===== src/rtl/coletor_8_numeros.sv =====
// Collects eight serial values through a valid/ready handshake and holds them as a parallel frame for the sorter.
// Optional macro COLETOR_PAD_EN: flush pads a partial frame with the order's extreme value instead of discarding it.
module coletor_8_numeros #(
   parameter int WIDTH = 9
) (
   input  logic             clk,
   input  logic             rst_n,
   input  logic             in_valid,
   output logic             in_ready,
   input  logic [WIDTH-1:0] in_data,
   input  logic             in_cresc,
   input  logic             flush,
   input  logic             frame_ack,
   output logic             ena,
   output logic             cresc_ou_decres,
   output logic [WIDTH-1:0] n1_n,
   output logic [WIDTH-1:0] n2_n,
   output logic [WIDTH-1:0] n3_n,
   output logic [WIDTH-1:0] n4_n,
   output logic [WIDTH-1:0] n5_n,
   output logic [WIDTH-1:0] n6_n,
   output logic [WIDTH-1:0] n7_n,
   output logic [WIDTH-1:0] n8_n,
   output logic [3:0]       count
);

   typedef enum logic {
      COLLECT = 1'b0,
      FULL    = 1'b1
   } state_t;

   state_t           state_q, state_d;
   logic [WIDTH-1:0] slot_q [8];
   logic [WIDTH-1:0] slot_d [8];
   logic [3:0]       count_q, count_d;
   logic [3:0]       count_acc;
   logic             cresc_q, cresc_d;
   logic             ena_q, ena_d;
   logic             in_ready_q, in_ready_d;
   logic             accept;

   // A flush is evaluated against the count after this cycle's accept, so a flush on the 8th value is a plain completion.
   always_comb begin
      state_d   = state_q;
      slot_d    = slot_q;
      count_d   = count_q;
      cresc_d   = cresc_q;
      count_acc = count_q;
      accept    = in_valid && in_ready_q;

      case (state_q)
         COLLECT: begin
            if (accept) begin
               for (int i = 0; i < 8; i++) begin
                  if (count_q == 4'(i)) begin
                     slot_d[i] = in_data;
                  end
               end
               count_acc = count_q + 4'd1;
               if (count_q == 4'd0) begin
                  cresc_d = in_cresc;
               end
            end
            count_d = count_acc;
            if (count_acc == 4'd8) begin
               state_d = FULL;
            end else if (flush && (count_acc != 4'd0)) begin
`ifdef COLETOR_PAD_EN
               for (int i = 0; i < 8; i++) begin
                  if (4'(i) >= count_acc) begin
                     slot_d[i] = cresc_d ? '0 : '1;
                  end
               end
               state_d = FULL;
`else
               for (int i = 0; i < 8; i++) begin
                  slot_d[i] = '0;
               end
               count_d = 4'd0;
`endif
            end
         end
         FULL: begin
            if (frame_ack) begin
               for (int i = 0; i < 8; i++) begin
                  slot_d[i] = '0;
               end
               count_d = 4'd0;
               state_d = COLLECT;
            end
         end
         default: begin
            state_d = COLLECT;
         end
      endcase

      ena_d      = (state_d == FULL);
      in_ready_d = (state_d == COLLECT);
   end

   always_ff @(posedge clk or negedge rst_n) begin
      if (!rst_n) begin
         state_q    <= COLLECT;
         count_q    <= 4'd0;
         cresc_q    <= 1'b0;
         ena_q      <= 1'b0;
         in_ready_q <= 1'b1;
         for (int i = 0; i < 8; i++) begin
            slot_q[i] <= '0;
         end
      end else begin
         state_q    <= state_d;
         count_q    <= count_d;
         cresc_q    <= cresc_d;
         ena_q      <= ena_d;
         in_ready_q <= in_ready_d;
         for (int i = 0; i < 8; i++) begin
            slot_q[i] <= slot_d[i];
         end
      end
   end

   assign in_ready        = in_ready_q;
   assign ena             = ena_q;
   assign cresc_ou_decres = cresc_q;
   assign count           = count_q;
   assign n1_n            = slot_q[0];
   assign n2_n            = slot_q[1];
   assign n3_n            = slot_q[2];
   assign n4_n            = slot_q[3];
   assign n5_n            = slot_q[4];
   assign n6_n            = slot_q[5];
   assign n7_n            = slot_q[6];
   assign n8_n            = slot_q[7];

endmodule


===== config.mk =====
export PLATFORM = sky130hd
export DESIGN_NAME = coletor_8_numeros
export DESIGN_NICKNAME = d
export VERILOG_FILES = /design/src/rtl/coletor_8_numeros.sv
export SDC_FILE = /design/constraint.sdc
export NUM_CORES = 1
export LEC_CHECK = 0
export ABC_AREA = 0
export BUFFER_PORTS_ARGS = -buffer_cell sky130_fd_sc_hd__buf_2
export CAP_MARGIN = 20
export CORE_ASPECT_RATIO = 0.8
export CORE_MARGIN = 4
export CORE_UTILIZATION = 33
export DETAILED_ROUTE_END_ITERATION = 16
export GPL_TIMING_DRIVEN = 0
export PLACE_DENSITY = 0.52
export SYNTH_ARGS = -nofsm -noshare
export SYNTH_HDL_FRONTEND = slang
export SYNTH_SLANG_ARGS = --single-unit

===== constraint.sdc =====
create_clock -name clk -period 4.3 [get_ports clk]
set_clock_uncertainty 0.2 [all_clocks]
set_input_delay 0.215 -clock clk [delete_from_list [all_inputs] [get_ports clk]]
set_output_delay 0.215 -clock clk [all_outputs]
set_load 0.02 [all_outputs]

# Word-level counts from Yosys, hierarchy flattened
# Cells that the tools add are included.
[totals]
register_bits = 79
input_bits = 15
elab_cells = 51
[classes]
n_addsub = 1
eq_ne = 9
n_mux = 22
bitwise = 2
reduce_logical = 5
[ops]
columns = ["op", "count"]
rows = [
  ["2-to-1 mux 72 bit", 4],
  ["case mux 72 bit (2 select lines)", 1],
  ["2-to-1 mux 9 bit", 8],
  ["2-to-1 mux 4 bit", 5],
  ["equality test 4 x 3 -> 1 bit (second input constant)", 4],
  ["equality test 4 x 2 -> 1 bit (second input constant)", 2],
  ["case mux 4 bit (2 select lines)", 1],
  ["adder 4 x 1 -> 4 bit (second input constant)", 1],
  ["equality test 4 x 1 -> 1 bit (second input constant)", 1],
  ["equality test 4 bit (second input constant)", 1],
  ["zero test 4 bit", 1],
  ["nonzero test 4 bit", 1],
  ["AND reduction 3 bit", 1],
  ["logical AND 1 bit", 2],
  ["2-to-1 mux 1 bit", 2],
  ["inequality test 2 bit (second input constant)", 1],
  ["NOT 1 bit", 2],
  ["case mux 1 bit (2 select lines)", 1],
]

# Depth between registers and ports, before layout
# Gate-level depths: netlist of the first run.
[depth]
ltp_word = 8
ltp_mapped = 8
mapped_depth_nobuf = 6

# Least setup slack after synthesis of the first run
# Ideal clock, no wire load.
[synth_path]
kind = "reg-to-reg"
from = "register count_q[0] (netlist: count[0])"
to = "register slot_q (netlist bit n4_n[0])"
setup_time_ns = 0.067
arrival_ns = 2.311
t_required_ns = 4.033
slack_ns = 1.722
stages_incl_launch_ff = 9
path_buffers = 2
cell_sequence = "dfrtp_1 inv_1 ha_1 nand4b_1 o311a_1 buf_6 buf_12 o41ai_4 a22o_1"
[synth_between]
elab_chain_len = 8
[synth_lines]
columns = ["element", "line", "text"]
rows = [
  ["start, declared", "35", "logic [3:0] count_q, count_d;"],
  ["start signal, assigned", "113", "count_q <= count_d;"],
  ["adder 4 x 1 -> 4 bit", "59", "count_acc = count_q + 4'd1;"],
  ["2-to-1 mux 4 bit", "53", "if (accept) begin"],
  ["2-to-1 mux 4 bit", "51", "case (state_q)"],
  ["nonzero test 4 bit", "67", "end else if (flush && (count_acc != 4'd0)) begin"],
  ["logical AND 1 bit", "67", ""],
  ["2-to-1 mux 72 bit", "67", ""],
  ["2-to-1 mux 72 bit *", "65", "if (count_acc == 4'd8) begin"],
  ["case mux 72 bit (2 select lines) *", "51", ""],
  ["end signal, assigned by index", "118", "slot_q[i] <= slot_d[i];"],
  ["end, declared", "33", "logic [WIDTH-1:0] slot_q [8];"],
]
# Every way passes the cells marked *; elsewhere a longest branch is shown, timed or not. The select of a mux whose other input is x is not followed.
# A chain may end at the register's enable or synchronous reset.

# Final worst setup path of the first run
# Same ends and word-level chain as after synthesis.

==> impl_metrics.json, run 1 <==
{
  "setup_tns_ps": 0,
  "die-area_sq_mm": 0.0122,
  "maxCapViolations": 0,
  "post_cts_buffers": 0,
  "slew_headroom": 0.579,
  "final_cell_mix": "85 x buf_2, 78 x dfrtp_1, 73 x a22o_1",
  "routedWlPerCell_um": 19.5,
  "synth.area.top_cells": "dfrtp_1 56%, a22o_1 18%, o41ai_4 6.4%",
  "ys.warnings.count": 0,
  "drive_above_1_share": 0.367,
  "drc_errors": 0,
  "htree_levels": 3,
  "critPathCaptureType": "flip-flop",
  "pre_cts_ws_ps": 1580,
  "outcome": "complete, no violations",
  "clk_pin_slew_ps": 60,
  "reg2reg_setup_slack_ps": 1550,
  "clock_sinks": 79,
  "critPathCapture": "n4_n[0]",
  "cp-start-kind": "flip-flop",
  "reg2reg_depth": 8,
  "p_sw_frac": 0.267,
  "grt_usage": 0.161,
  "syn_inst": 241,
  "setup_viol": 0,
  "die_height_um": 99.6,
  "fin_total_pwr_w": 0.00200,
  "slew_violations": 0,
  "clock_latency_ps": 330,
  "worst_slew_pin_slew_ps": 628,
  "synth_top_area_frac": 0.563,
  "grt_pass1_vias": 2630,
  "cts_buffers": 9,
  "grt_antenna_before_repair": 0,
  "ys_seq_area_frac": 0.571,
  "period_minus_slack_ps": 2750,
  "ant_nets": 0,
  "irDropWorstVdd_uv": 207,
  "synthArstFlopShare": 1.00,
  "fin_ws_ps": 1550,
  "num_io_pins": 94,
  "hold_violations": 0,
  "chipWidth_um": 123,
  "pwr-share-seq": 0.411,
  "p_int_w": 0.00147,
  "crit_start": "count[0]",
  "nNetsFinal": 358,
  "synth_seq_cells": 79,
  "r2r_end": "n4_n[0]",
  "grt_max_degree": 42,
  "p_leak_nw": 2.26,
  "dr.pass1.iters": 4,
  "rsz0062_at_grt": "false",
  "wl_um": 9430,
  "cts_tree": "built",
  "coreArea_sq_mm": 0.0102,
  "num_vias": 2484,
  "avgSynthCellArea_sq_um": 14.4,
  "ys.flop_type": "dfrtp_1",
  "n_fill_cell": 1000,
  "root_buffer": "clkbuf_16",
  "antenna_cells": 0,
  "yosysTopAreaCell": "dfrtp_1",
  "crit_arrival_ps": 2810,
  "area_growth_syn_to_layout_pct": 28.0,
  "port_buffers": 84,
  "drt_iter0_drc": 145,
  "start_util": 0.338,
  "overflow": 0,
  "clk_path_buf_depth": 2,
  "fin_cells": 483,
  "synth_edf_count": 0,
  "rows": 33,
  "path_max_fanout": 10,
  "place_congestion": 0.866,
  "crit-reg2reg-launch": "count[0]",
  "p_switching_w": 0.000533,
  "hold_path.class": "input pin to flip-flop",
  "ys_types": 40,
  "syn_nets": 260,
  "multi_input_area_sq_mm": 0.00137,
  "power_frac_comb": 0.170,
  "final_common_cell": "buf_2",
  "critPathRequiredTime_ps": 4360,
  "powerDensity_mw_per_mm2": 451,
  "dp_cells": 466,
  "place_hpwl_um": 6690,
  "fin_crit_sh": 0.640,
  "syn_area_sq_mm": 0.00346,
  "grt_pass1_wl_um": 14900,
  "regArea_sq_mm": 0.00198,
  "p_clk_frac": 0.419,
  "vias_per_cell": 5.14,
  "crit_type": "flip-flop to flip-flop",
  "max_freq_mhz": 363
}
## cell type report
type / instances / area share
clock inverters: 3 / 0.0147
clock buffers: 12 / 0.0601
repair buffers: 87 / 0.104
well taps: 140 / 0.0395
plain buffers: 19 / 0.0237
multi-input cells: 141 / 0.310
inverters: 2 / 0.00169
flip-flops and latches: 79 / 0.446
## state kept, by name, summed over array words and instances, names as in the netlist
| register | cells |
|---|---|
| n1_n | 9 |
| in_ready | 1 |
| cresc_ou_decres | 1 |
| n5_n | 9 |
| count | 4 |
| ena | 1 |
| n4_n | 9 |
| n6_n | 9 |
| n8_n | 9 |
| n2_n | 9 |
| n3_n | 9 |
| n7_n | 9 |
## per-layer routing
layer	global-route usage	up-vias	share of wire
met5	0	-	0
met4	0.0310	0	0.0047
met3	0.0517	6	0.076
met2	0.241	85	0.44
met1	0.230	1246	0.48
li1	-	1147	-
## logic make-up after synthesis
kind of cell	after synthesis	share of synthesized area
buffers and inverters	21	0.0325
adder cells (fa/ha/maj)	4	0.0144
AO/OA/AOI/OAI	92	0.272
flip-flops	79	0.571
AND/OR/NAND/NOR	40	0.0925
XOR/XNOR	3	0.00759
multiplexers	2	0.00975
## cell usage after synthesis (2+ instances only)
library cell	count
o21ai_0	3
buf_6	2
nor2_1	2
nor2b_1	2
nand2b_1	4
inv_1	2
buf_2	2
ha_1	4
clkbuf_1	4
nor4_4	4
dfrtp_1	78
nand3_1	3
buf_1	10
and3_1	8
nand2_1	6
nor3_2	2
a22o_1	73
or3_1	2
o41ai_4	8
xor2_1	2
## critical path, stage by stage, from the launching register on
cell and delay (ps):
dfrtp_1 460, inv_1 160, ha_1 330, nand4b_1 200
o311a_1 160, buf_6 170, buf_12 160, o41ai_4 630
a22o_1 220
## power by group through the flow
stage	clock, W	combinational [W]	sequential (W)
final	0.000837	0.000340	0.000822
after global routing	0.000881	0.000368	0.000828
after CTS	0.000857	0.000345	0.000822
after detailed placement	0	0.000343	0.000835
after global placement	0	0.000337	0.000835
after floorplan	0	0.000165	0.000890
## metrics by stage
stage	instance area [sq um]	hold slack (ps)	util
2_1_floorplan	3460	-281	-
3_3_place_gp	4060	250	0.397
3_5_place_dp	4080	24.4	0.399
4_1_cts	4430	32.3	0.433
5_1_grt	4430	82.8	0.433
6_report	4430	29.4	0.433
## worst min-delay path by stage
stage	slack [ps]	from	endpoint	depth (start not counted)
CTS	30	frame_ack	count[3]	4
global placement	250	in_cresc	cresc_ou_decres	2
floorplan	-280	rst_n	count[0]	0
finish	30	frame_ack	count[3]	4
detailed placement	20	rst_n	n1_n[2]	1
global route	80	frame_ack	count[1]	4
## timing repair
item                      4_1_cts  5_1_grt
hold buffers                    2        0
hold endpoints to repair       38        0
resized for setup               0        0
Note: power is estimated with default switching activity, not from simulation.
==> run 2, diff against run 1 <==
Settings changed: ABC_AREA 0 to 1, PLACE_DENSITY 0.52 to 0.53.
Clock period 4.3 ns to 2.3 ns, I/O delays scaled along.
==> run 2 against run 1 <==
Cell count grew 100%; total power rose by 77%; wire length is 45% higher; register-to-register slack worse by 1300 ps; combinational power up 100%; setup slack worse by 1300 ps; area after synthesis increased by 31%; highest routed layer unchanged.
==> impl_metrics.json, run 2 <==
{
  "coreArea_sq_mm": 0.0136,
  "cp-start-kind": "flip-flop",
  "slowest_stage": "dfrtp_1",
  "path_max_fanout": 10,
  "root_buffer": "clkbuf_16",
  "pwr-share-seq": 0.440,
  "drt_iter0_drc": 186,
  "irDropWorstVdd_uv": 371,
  "p_sw_frac": 0.313,
  "cp_num_buf_inv": 3,
  "clk_pin_slew_ps": 60,
  "final_cell_mix": "308 x nand2_1, 144 x inv_1, 97 x buf_2",
  "period_minus_slack_ps": 2060,
  "syn_inst": 686,
  "rows": 38,
  "final_common_cell": "nand2_1",
  "grt_max_degree": 44,
  "max_freq_mhz": 486,
  "slew_headroom": 0.557,
  "yosysMostFrequentCell": "nand2_1",
  "critical-path-max-stage-delay_ps": 420,
  "outcome": "complete, no violations",
  "ys_seq_area_frac": 0.435,
  "p_switching_w": 0.00110,
  "powerDensity_mw_per_mm2": 634,
  "wl_um": 13700,
  "reg2reg_setup_slack_ps": 240,
  "cts_tree": "built",
  "crit_type": "flip-flop to flip-flop",
  "slew_violations": 0,
  "post_cts_buffers": 0,
  "maxCapViolations": 0,
  "vias_per_cell": 4.47,
  "syn_nets": 705,
  "place_congestion": 0.844,
  "grt_antenna_before_repair": 0,
  "synth-simple-area-share": 0.318,
  "overflow": 0,
  "htree_levels": 3,
  "critPathCaptureType": "flip-flop",
  "setup_viol": 0,
  "crit_chain": "inv_1, nor2_1, buf_2, clkbuf_1, nand2_1, nand2_1",
  "antenna_cells": 0,
  "ys_types": 24,
  "clock_sinks": 79,
  "routedWlPerCell_um": 13.9,
  "dp_cells": 960,
  "dr.pass1.iters": 4,
  "synthTopCellsByCount": "308 x nand2_1, 144 x inv_1, 78 x dfrtp_1",
  "drive_above_1_share": 0.178,
  "ys.flop_type": "dfrtp_1",
  "hold_buffers": 4,
  "yosysTopAreaCell": "dfrtp_1",
  "place_hpwl_um": 9630,
  "grt_pass1_wl_um": 22200,
  "p_clk_frac": 0.367,
  "clk_path_buf_depth": 2,
  "fin_cells": 980,
  "post_cts_resized": 0,
  "port_buffers": 93,
  "syn_area_sq_mm": 0.00455,
  "nNetsFinal": 814,
  "whs_ps": 25.2,
  "synth.area.top_cells": "dfrtp_1 43%, nand2_1 25%, inv_1 12%",
  "p_int_w": 0.00243,
  "drc_errors": 0,
  "synth_compound_area_frac": 0.0794,
  "worst_slew_pin_slew_ps": 663,
  "critPathRequiredTime_ps": 2370,
  "fin_crit_sh": 0.895,
  "ys.warnings.count": 0,
  "critPathTopFamily": "buffers and inverters",
  "die-area_sq_mm": 0.0157,
  "synthArstFlopShare": 1.00,
  "avgSynthCellArea_sq_um": 6.64,
  "yosys.area_share.adder": 0.0110,
  "start_util": 0.336,
  "rsz0062_at_grt": "false",
  "die_height_um": 113,
  "cts_buffers": 9,
  "power_frac_comb": 0.193,
  "synthMuxAreaShare": 0,
  "area_growth_syn_to_layout_pct": 22.4,
  "synth_seq_cells": 79,
  "hold_violations": 0,
  "synth_top_area_frac": 0.429,
  "grt_usage": 0.178,
  "n_fill_cell": 1460,
  "setup_tns_ps": 0,
  "synth_top_family_by_area": "simple AND/OR/NAND/NOR gates",
  "hold_path.class": "input pin to flip-flop",
  "chipWidth_um": 139,
  "multi_input_area_sq_mm": 0.00186,
  "clock_latency_ps": 340,
  "crit_arrival_ps": 2130,
  "ant_nets": 0,
  "num_io_pins": 94,
  "synth_edf_count": 0,
  "timing.critical_path.mode_cell": "nand2_1",
  "synth_xor_area_frac": 0,
  "grt_pass1_vias": 4272,
  "regArea_sq_mm": 0.00198,
  "num_vias": 4381,
  "p_leak_nw": 3.85
}
[run 2: changes by cell type after synthesis, sizes merged, moves of 3 or more]
cell    delta
nor2      +26
and3       -9
nand2    +311
nand3      +3
o21ai     +64
nor4       -4
nand2b     -4
a22o      -73
nand4     +10
inv      +144
clkbuf     +5
o41ai      -9
[run 2: stage by stage]
step	power, W	utilization	cell area, sq um	setup slack, ps
floorplan	0.00200	-	4550	427
global placement	0.00224	0.387	5240	222
detailed placement	0.00226	0.389	5270	252
CTS	0.00357	0.411	5570	232
global route	0.00374	0.411	5570	60.1
finish	0.00353	0.411	5570	241
[run 2: path summary, 6_finish.rpt]
path,from,endpoint,cells past startpoint
setup / recovery,ena,n2_n[5],6
hold / removal,in_data[8],n5_n[8],5
setup reg to reg,ena,n2_n[5],6
hold reg to reg,cresc_ou_decres,cresc_ou_decres,2
max in group asynchronous,rst_n,n7_n[7],3
min in group asynchronous,rst_n,n8_n[0],2
[run 2: worst min-delay path, stage by stage]
cell and delay, ps:
buf_2 190, o21ai_1 90, inv_1 50, nand2_1 40, nand2_1 40
[run 2: area by class of cell]
| class | count | area share |
|---|---|---|
| well taps | 180 | 0.0404 |
| flip-flops and latches | 79 | 0.355 |
| plain buffers | 23 | 0.0290 |
| multi-input cells | 437 | 0.334 |
| clock buffers | 11 | 0.0418 |
| repair buffers | 98 | 0.0961 |
| clock inverters | 5 | 0.00449 |
| inverters | 147 | 0.0991 |
[run 2: kinds of logic after synthesis]
kind of cell,after synthesis
compound gates,71
flops,79
buf+inv,170
fa+ha+maj,4
simple gates,362
[run 2: power by group through the flow]
stage / Sequential, W / Clock, W / Combinational [W]
after detailed placement: 0.00158 / 0 / 0.000683
final: 0.00155 / 0.00130 / 0.000681
after CTS: 0.00156 / 0.00133 / 0.000691
after floorplan: 0.00168 / 0 / 0.000322
after global placement: 0.00158 / 0 / 0.000667
after global routing: 0.00157 / 0.00139 / 0.000776
[run 2: layer usage]
metal | share of wire | global-route usage
met1 | 0.47 | 0.240
met2 | 0.44 | 0.281
met3 | 0.065 | 0.0486
met4 | 0.021 | 0.0535
met5 | 0 | 0
